===== src/rtl/core_ctrl_pkg.sv =====
// Shared core definitions: controller state encoding, RV32I major opcodes and
// the execute-stage opcode classifier used by the control FSM.
package core_ctrl_pkg;

  localparam logic [2:0] F_SETUP  = 3'd0;
  localparam logic [2:0] F_ACCESS = 3'd1;
  localparam logic [2:0] EXEC     = 3'd2;
  localparam logic [2:0] M_SETUP  = 3'd3;
  localparam logic [2:0] M_ACCESS = 3'd4;
  localparam logic [2:0] T_SETUP  = 3'd5;
  localparam logic [2:0] T_ACCESS = 3'd6;
  localparam logic [2:0] T_PC     = 3'd7;

  localparam logic [6:0] OPC_LUI    = 7'b0110111;
  localparam logic [6:0] OPC_AUIPC  = 7'b0010111;
  localparam logic [6:0] OPC_JAL    = 7'b1101111;
  localparam logic [6:0] OPC_JALR   = 7'b1100111;
  localparam logic [6:0] OPC_BRANCH = 7'b1100011;
  localparam logic [6:0] OPC_LOAD   = 7'b0000011;
  localparam logic [6:0] OPC_STORE  = 7'b0100011;
  localparam logic [6:0] OPC_OP_IMM = 7'b0010011;
  localparam logic [6:0] OPC_OP     = 7'b0110011;
  localparam logic [6:0] OPC_SYSTEM = 7'b1110011;

  typedef enum logic [2:0] {
    EX_ALU,
    EX_JALR,
    EX_BRANCH,
    EX_MEM,
    EX_TRAP
  } exec_class_e;

  // SYSTEM and every opcode not handled in EXEC fall through to the trap path.
  function automatic exec_class_e exec_class(input logic [6:0] op);
    case (op)
      OPC_OP, OPC_OP_IMM:   return EX_ALU;
      OPC_JALR:             return EX_JALR;
      OPC_BRANCH:           return EX_BRANCH;
      OPC_LOAD, OPC_STORE:  return EX_MEM;
      default:              return EX_TRAP;
    endcase
  endfunction

endpackage


===== src/rtl/core_ctrl_apb_phase.sv =====
// APB phase generator: turns the controller's setup/access phase into
// psel/penable and reports when the access phase may retire.
module apb_phase (
  input  logic rst,
  input  logic setup,
  input  logic access,
  input  logic pready,
  output logic psel,
  output logic penable,
  output logic done
);

  // psel is suppressed combinationally so it drops the moment rst rises.
  assign psel    = !rst && (setup || access);
  assign penable = !rst && access;
  assign done    = access && pready;

endmodule


===== src/rtl/core_ctrl.sv =====
// Multicycle RV32I control FSM: fetch, execute, memory access and trap entry
// over an APB master port, decoding all datapath controls from the state.
module core_ctrl
  import core_ctrl_pkg::*;
(
  input  logic       clk,
  input  logic       rst,
  input  logic [6:0] odata_op,
  input  logic [6:0] ir_op,
  input  logic       branch_taken,
  input  logic       pready,
  input  logic       pslverr,
  output logic       psel,
  output logic       penable,
  output logic       pwrite,
  output logic       wa_mux,
  output logic       mem_access,
  output logic       microop_pc_zero,
  output logic       sys_load,
  output logic       lui_flag,
  output logic       jal_flag,
  output logic       sys_load_pc,
  output logic       mem_access_rdy,
  output logic       store_alu,
  output logic       load_branch,
  output logic       load_jalr,
  output logic       load_pc,
  output logic       ir_we,
  output logic       pc_we,
  output logic       reg_we,
  output logic       trap
);

  logic [2:0] state, state_nxt;
  logic       setup, access, done;

  assign setup  = (state == F_SETUP)  || (state == M_SETUP)  || (state == T_SETUP);
  assign access = (state == F_ACCESS) || (state == M_ACCESS) || (state == T_ACCESS);

  apb_phase u_apb_phase (
    .rst     (rst),
    .setup   (setup),
    .access  (access),
    .pready  (pready),
    .psel    (psel),
    .penable (penable),
    .done    (done)
  );

  // NOTE: non-blocking assignment keeps the register update race-free against other clocked readers.
  always_ff @(posedge clk or posedge rst) begin
    if (rst) state <= F_SETUP;
    else     state <= state_nxt;
  end

  always_comb begin
    // NOTE: every output gets a default here so no path through the case infers a latch.
    state_nxt       = state;
    pwrite          = 1'b0;
    wa_mux          = 1'b0;
    mem_access      = 1'b0;
    microop_pc_zero = 1'b0;
    sys_load        = 1'b0;
    lui_flag        = 1'b0;
    jal_flag        = 1'b0;
    sys_load_pc     = 1'b0;
    mem_access_rdy  = 1'b0;
    store_alu       = 1'b0;
    load_branch     = 1'b0;
    load_jalr       = 1'b0;
    load_pc         = 1'b0;
    ir_we           = 1'b0;
    pc_we           = 1'b0;
    reg_we          = 1'b0;
    trap            = 1'b0;

    case (state)
      F_SETUP: begin
        microop_pc_zero = 1'b1;
        pc_we           = 1'b1;
        state_nxt       = F_ACCESS;
      end
      F_ACCESS: begin
        microop_pc_zero = 1'b1;
        if (done) begin
          if (pslverr) begin
            state_nxt = T_SETUP;
          end else if (odata_op == OPC_JAL) begin
            // jal_flag takes over as the sole PC source in the completing cycle.
            microop_pc_zero = 1'b0;
            jal_flag        = 1'b1;
            wa_mux          = 1'b1;
            pc_we           = 1'b1;
            reg_we          = 1'b1;
            state_nxt       = F_SETUP;
          end else if (odata_op == OPC_LUI || odata_op == OPC_AUIPC) begin
            lui_flag  = 1'b1;
            wa_mux    = 1'b1;
            reg_we    = 1'b1;
            state_nxt = F_SETUP;
          end else begin
            ir_we     = 1'b1;
            state_nxt = EXEC;
          end
        end
      end
      EXEC: begin
        state_nxt = F_SETUP;
        case (exec_class(ir_op))
          EX_ALU: begin
            store_alu = 1'b1;
            reg_we    = 1'b1;
          end
          EX_JALR: begin
            load_jalr = 1'b1;
            pc_we     = 1'b1;
            load_pc   = 1'b1;
            reg_we    = 1'b1;
          end
          EX_BRANCH: begin
            load_branch = 1'b1;
            pc_we       = branch_taken;
          end
          EX_MEM:  state_nxt = M_SETUP;
          default: state_nxt = T_SETUP;
        endcase
      end
      M_SETUP, M_ACCESS: begin
        mem_access = 1'b1;
        pwrite     = (ir_op == OPC_STORE);
        if (state == M_SETUP) begin
          state_nxt = M_ACCESS;
        end else if (done) begin
          if (pslverr) begin
            state_nxt = T_SETUP;
          end else begin
            mem_access_rdy = (ir_op == OPC_LOAD);
            reg_we         = (ir_op == OPC_LOAD);
            state_nxt      = F_SETUP;
          end
        end
      end
      T_SETUP, T_ACCESS: begin
        pwrite   = 1'b1;
        sys_load = 1'b1;
        if (state == T_SETUP) begin
          state_nxt = T_ACCESS;
        end else if (done) begin
          ir_we     = 1'b1;
          state_nxt = T_PC;
        end
      end
      T_PC: begin
        sys_load_pc = 1'b1;
        pc_we       = 1'b1;
        trap        = 1'b1;
        state_nxt   = F_SETUP;
      end
      default: state_nxt = F_SETUP;
    endcase
  end

endmodule


===== config.mk =====
export PLATFORM = sky130hd
export DESIGN_NAME = core_ctrl
export DESIGN_NICKNAME = d
export VERILOG_FILES = /design/src/rtl/core_ctrl_pkg.sv /design/src/rtl/core_ctrl_apb_phase.sv /design/src/rtl/core_ctrl.sv
export SDC_FILE = /design/constraint.sdc
export NUM_CORES = 1
export LEC_CHECK = 0
export CORE_UTILIZATION = 33
export DETAILED_ROUTE_END_ITERATION = 16
export GPL_ROUTABILITY_DRIVEN = 1
export PLACE_DENSITY = 0.78
export SLEW_MARGIN = 0
export SYNTH_ARGS = -nofsm -noshare
export SYNTH_HDL_FRONTEND = slang
export SYNTH_SLANG_ARGS = --single-unit

===== constraint.sdc =====
create_clock -name clk -period 1.7 [get_ports clk]
set_input_delay 0.425 -clock clk [delete_from_list [all_inputs] [get_ports clk]]
set_output_delay 0.425 -clock clk [all_outputs]
set_load 0.01 [all_outputs]

# Word-level counts from Yosys, hierarchy flattened
# Index checks and enable logic that the tools add are counted.
# Widths: inputs -> output; s select.
[totals]
wordCells = 98
latch_bits = 0
in_bits = 19
mem_bits_ro = 0
ff_bits = 3
output_inout_bits = 19
mem_count = 0
mem_bits_rw = 0
[op_classes]
shift = 0
mul = 0
add_sub_neg = 0
n_reduce_logical = 20
eq_ne = 22
n_bitwise = 0
n_div = 0
muxes = 55
n_lt_le_gt_ge = 0
[ops]
columns = ["operator", "count"]
rows = [
  ["$mux 1", 36],
  ["$mux 3", 8],
  ["$eq 7x6->1 const B", 3],
  ["$eq 7x7->1 const B", 3],
  ["$pmux 3 s6", 1],
  ["$eq 7x5->1 const B", 2],
  ["$eq 3x2->1 const B", 4],
  ["$eq 3x3->1 const B", 4],
  ["$pmux 3 s4", 1],
  ["$reduce_or 2->1", 6],
  ["$pmux 1 s2", 4],
  ["$eq 7x2->1 const B", 1],
  ["$eq 3x1->1 const B", 2],
  ["$logic_not 3->1", 2],
  ["$logic_or 1x1->1", 6],
  ["$ne 3x3->1 const B", 2],
  ["$pmux 1 s3", 2],
  ["$pmux 3 s2", 1],
  ["$mux 2", 2],
  ["$logic_and 1x1->1", 3],
  ["$reduce_and 3->1", 1],
  ["$reduce_or 3->1", 1],
  ["$ne 2x2->1 const B", 1],
  ["$logic_not 1->1", 1],
]

# Longest topological paths before layout
[logic_depth]
ltp_word = 8
mapped_depth = 5
mapped_depth_nobuf = 4

# Hierarchy
# Synthesis repeated with hierarchy kept, for this count alone.
[hier_totals]
cells_unflattened = 75
hier_area_um2 = 525.5
[modules_own_cells]
columns = ["mod", "seq_area_each_um2", "n_inst", "area_each_um2", "cells_per_inst"]
rows = [
  ["core_ctrl", 75.1, 1, 503.0, 72],
  ["apb_phase", 0.0, 1, 22.5, 3],
]

# Least setup slack after synthesis
# OpenSTA, ideal clock, no wires.
[synth_timing]
path_type = "input to output"
start = "input odata_op[2]"
end = "output pc_we"
slack_ps = -70
t_arrival_ps = 1345
cell_stages = 4
t_required_ps = 1275
path_buffers = 0
path_cell_list = "and3_1 > nand3_2 > nor2_1 > or4_1"
[synth_via]
elab_chain_cells = 5
[synth_lines]
columns = ["element", "line_no", "source"]
rows = [
  ["start: declaration", "core_ctrl.sv:8", "input logic [6:0] odata_op,"],
  ["$eq 7x7->1", "core_ctrl.sv:88", "end else if (odata_op == OPC_JAL) begin"],
  ["$mux 1", "core_ctrl.sv:88", ""],
  ["$mux 1", "core_ctrl.sv:86", "if (pslverr) begin"],
  ["$mux 1", "core_ctrl.sv:85", "if (done) begin"],
  ["$pmux 1 s3", "core_ctrl.sv:77", "case (state)"],
  ["end: declaration", "core_ctrl.sv:29", "output logic pc_we,"],
]
# No other way between the ends.

# Worst setup path after layout
[layout_timing]
start = "register state[1]"
end = "output pc_we"
[layout_via]
elab_chain_cells = 6
elab_cells_between_ends = 12
classes_between = "eq/ne: 5; mux: 2; reduce/logical: 5"
[layout_lines]
columns = ["element", "line_no", "source"]
rows = [
  ["start: declaration", "core_ctrl.sv:34", "logic [2:0] state, state_nxt;"],
  ["start signal: assignment", "core_ctrl.sv:53", "else state <= state_nxt;"],
  ["$eq 3x1->1 / $eq 3x3->1 (equally long branches)", "core_ctrl.sv:38, core_ctrl.sv:77", ""],
  ["$logic_or 1x1->1 (2 in series)", "core_ctrl.sv:38", "assign access = (state == F_ACCESS) || (state == M_ACCESS) || (state == T_ACCESS);"],
  ["$logic_and 1x1->1", "core_ctrl_apb_phase.sv:16", "assign done = access && pready;"],
  ["$mux 1", "core_ctrl.sv:85", ""],
  ["$pmux 1 s3 *", "core_ctrl.sv:77", ""],
]
# Mark *: on every way between the ends. The rest lies on a longest branch, timed or not.

==> impl_results.md <==
- Fillers: 77
- Overall power: 0.00183 W
- Final ANT Viol Nets: 0
- Die Area: 1750 um^2
- Yosys reg bits: 3
- Number of flops mapped to enable cells by yosys: 0
- NumNets Final: 171
- Final routed DRC violation total: 1
- Largest register FFs: 3
- Syn Std Cell Area: 523 um^2
- Largest net degree at the start of global routing: 9
- Count of input and output buffers: 37
- Pint: 0.00105 W
- Clock sink total: 3
- DP Wirelength: 1.48 mm
- First-pass detailed-route iteration total: 10
- Share of power burned in registers: 0.084
- Pleak: 0.651 nW
- Max-slew headroom: 0.790
- Clk root buf: clkbuf_4
- Warnings from Yosys: 0
- Worst Path Max Fanout: 4
- CTS tree: yes
- Die X: 41.8 um
- Biggest area consumer among synthesized cells: dfrtp_1
- Failing checks: DRC, setup timing
- Async SR Flop Fraction: 1.00
- Yosys top cell area share: 0.144
- # hold bufs at CTS: 0
- Worst Hold Class: input pin to async pin
- All-Layer GR Usage: 0.295
- Switching Fraction: 0.430
- # diodes: 0
- Distinct cells, synth: 38
- Multi-input gate area: 537 um^2
- Clock Latency Late Sink: 240 ps
- Post-DR vias/cell: 5.65
- Worst Skew: 7.46 ps
- DR WL/cell: 17.4 um
- P_sw: 0.000787 W
- Die Height: 41.8 um
- Status: finished, violations left
- Core ar.: 1490 um^2
- Top cells by count, synth: nor2_1, nand2_1, a21oi_1
- RSZ-0062 raised after global routing: yes
- Syn Area/Cell: 6.79 um^2
- Top flop regs: state (3)
- I/O pin cnt: 38
- H-tree depth: 1
- Starting Density: 0.351
- Main synth FF type: dfrtp_1
- FP Rows: 14
- Largest Register: state
- Worst Hold Slack: 500 ps
- Clock power share: 0.071
- Dpl ws: -990 ps
- Post-Syn Nets: 96
- Power Density: 1390 nW/um^2
- Tcrit/Tclk final: 1.24
- Clock transition at path regs: 40 ps
- Sequential cell area: 77.6 um^2
- Startpoint types: register
- Clock buffer depth: 2
- Worst setup margin: -416 ps
- Final WL: 2.91 mm
- Share of cells above drive strength 1: 0.603
- GPL Wtd Cong: 0.845
- Initial antenna violation count: 0
- CP arrival: 1690 ps
- Max cap viols: 0
- Critical Path RT: 1270 ps
- Vias: 944
- Layout area overhead: 151%
- Hold Fails Final Rpt: 0
- Max Clk Rate: 0.473 GHz
- Total grt overflow: 0
- Seq/Total Area, Yosys: 0.144
- Global-route wire length before repair: 3.92 mm
- Ranking of synthesized cells by area: dfrtp_1, nor2_1, nand2_1, a21oi_1, o21ai_0
- Worst setup EP type: primary output
- Finish-stage setup viols: 16
- Most common cell in the netlist: nor2_1
- Critical path type: register to primary output
- Slew Limit Fails: 0
- VDD IR max: 1.07 mV
- Post-layout minimum cycle time: 2120 ps
- CTS Buf Count: 3
- Post-Syn Instances: 77
- Iteration-0 DRC Markers: 26
- Worst-margin pin slew: 312 ps
- Vias in the first global route: 911
- Combinational share of power: 0.845
==> cells in the final DEF (no fill, tap or decap), types with 3 or more instances in the layout <==
cell / instances
clkdlybuf4s15_2: 5
nand2_1: 7
clkbuf_4: 3
dlygate4sd2_1: 12
buf_4: 28
buf_2: 12
nor2_2: 3
buf_6: 13
o21ai_0: 3
nor2_1: 10
==> layout make-up <==
class / count / share of cell area
Inverter: 3 / 0.00856
Sequential cell: 3 / 0.0590
Multi-Input combinational cell: 66 / 0.408
Timing Repair Buffer: 75 / 0.489
Tap cell: 16 / 0.0152
Clock buffer: 4 / 0.0200
==> routing by layer <==
metal  vias to the layer above  global-route usage  routed length [um]
met5                         -                   0                   0
met4                         0               0.187                 130
met3                        14              0.0435                 155
met2                        60               0.534                1510
met1                       442               0.313                1110
li1                        428                   -                   -
==> logic make-up after synthesis <==
logic type,share of synthesized area
AO/OA/AOI/OAI,0.270
XOR/XNOR,0.0167
buffers and inverters,0.0909
flip-flops,0.144
AND/OR/NAND/NOR,0.478
==> stage by stage <==
stage               cells   util  area [um^2]  setup TNS, ps
floorplan              77      -          531          -10.7
global placement      148  0.710         1060         -12750
detailed placement    148  0.710         1060         -13200
CTS                   164  0.809         1200          -3770
global route          167  0.883         1320          -5010
finish                167  0.883         1320          -4380
==> critical path, stage by stage (launching register included) <==
cell      delay, ps
dfrtp_2         420
buf_12          140
nand2b_4         70
nor3_2           50
o211a_1         140
or4_4           480
buf_6           140
==> power groups by stage <==
stage               Sequential [W]  Clock, W  Combinational [W]
floorplan                 0.000139         0           0.000484
global placement          0.000172         0           0.000891
detailed placement        0.000175         0           0.000908
CTS                       0.000148  0.000128            0.00123
global route              0.000157  0.000136            0.00160
finish                    0.000154  0.000130            0.00155
==> worst paths after layout <==
kind,end,startpoint,cells after the start,slack [ps]
setup / recovery,pc_we,state[1],6,-420
hold reg to reg,state[1],state[1],3,750
max in group asynchronous,state[1],rst,2,1030
hold / removal,state[0],rst,2,500
min in group clk,state[1],state[1],3,750
setup reg to reg,state[1],state[2],6,210
==> what timing repair did <==
| action | 4_1_cts | 5_1_grt |
|---|---|---|
| pin swaps | 21 | 10 |
| setup endpoints to repair | 19 | 19 |
| buffers inserted | 13 | 4 |
| resized for setup | 126 | 19 |
(Power assumes the default switching activity.)
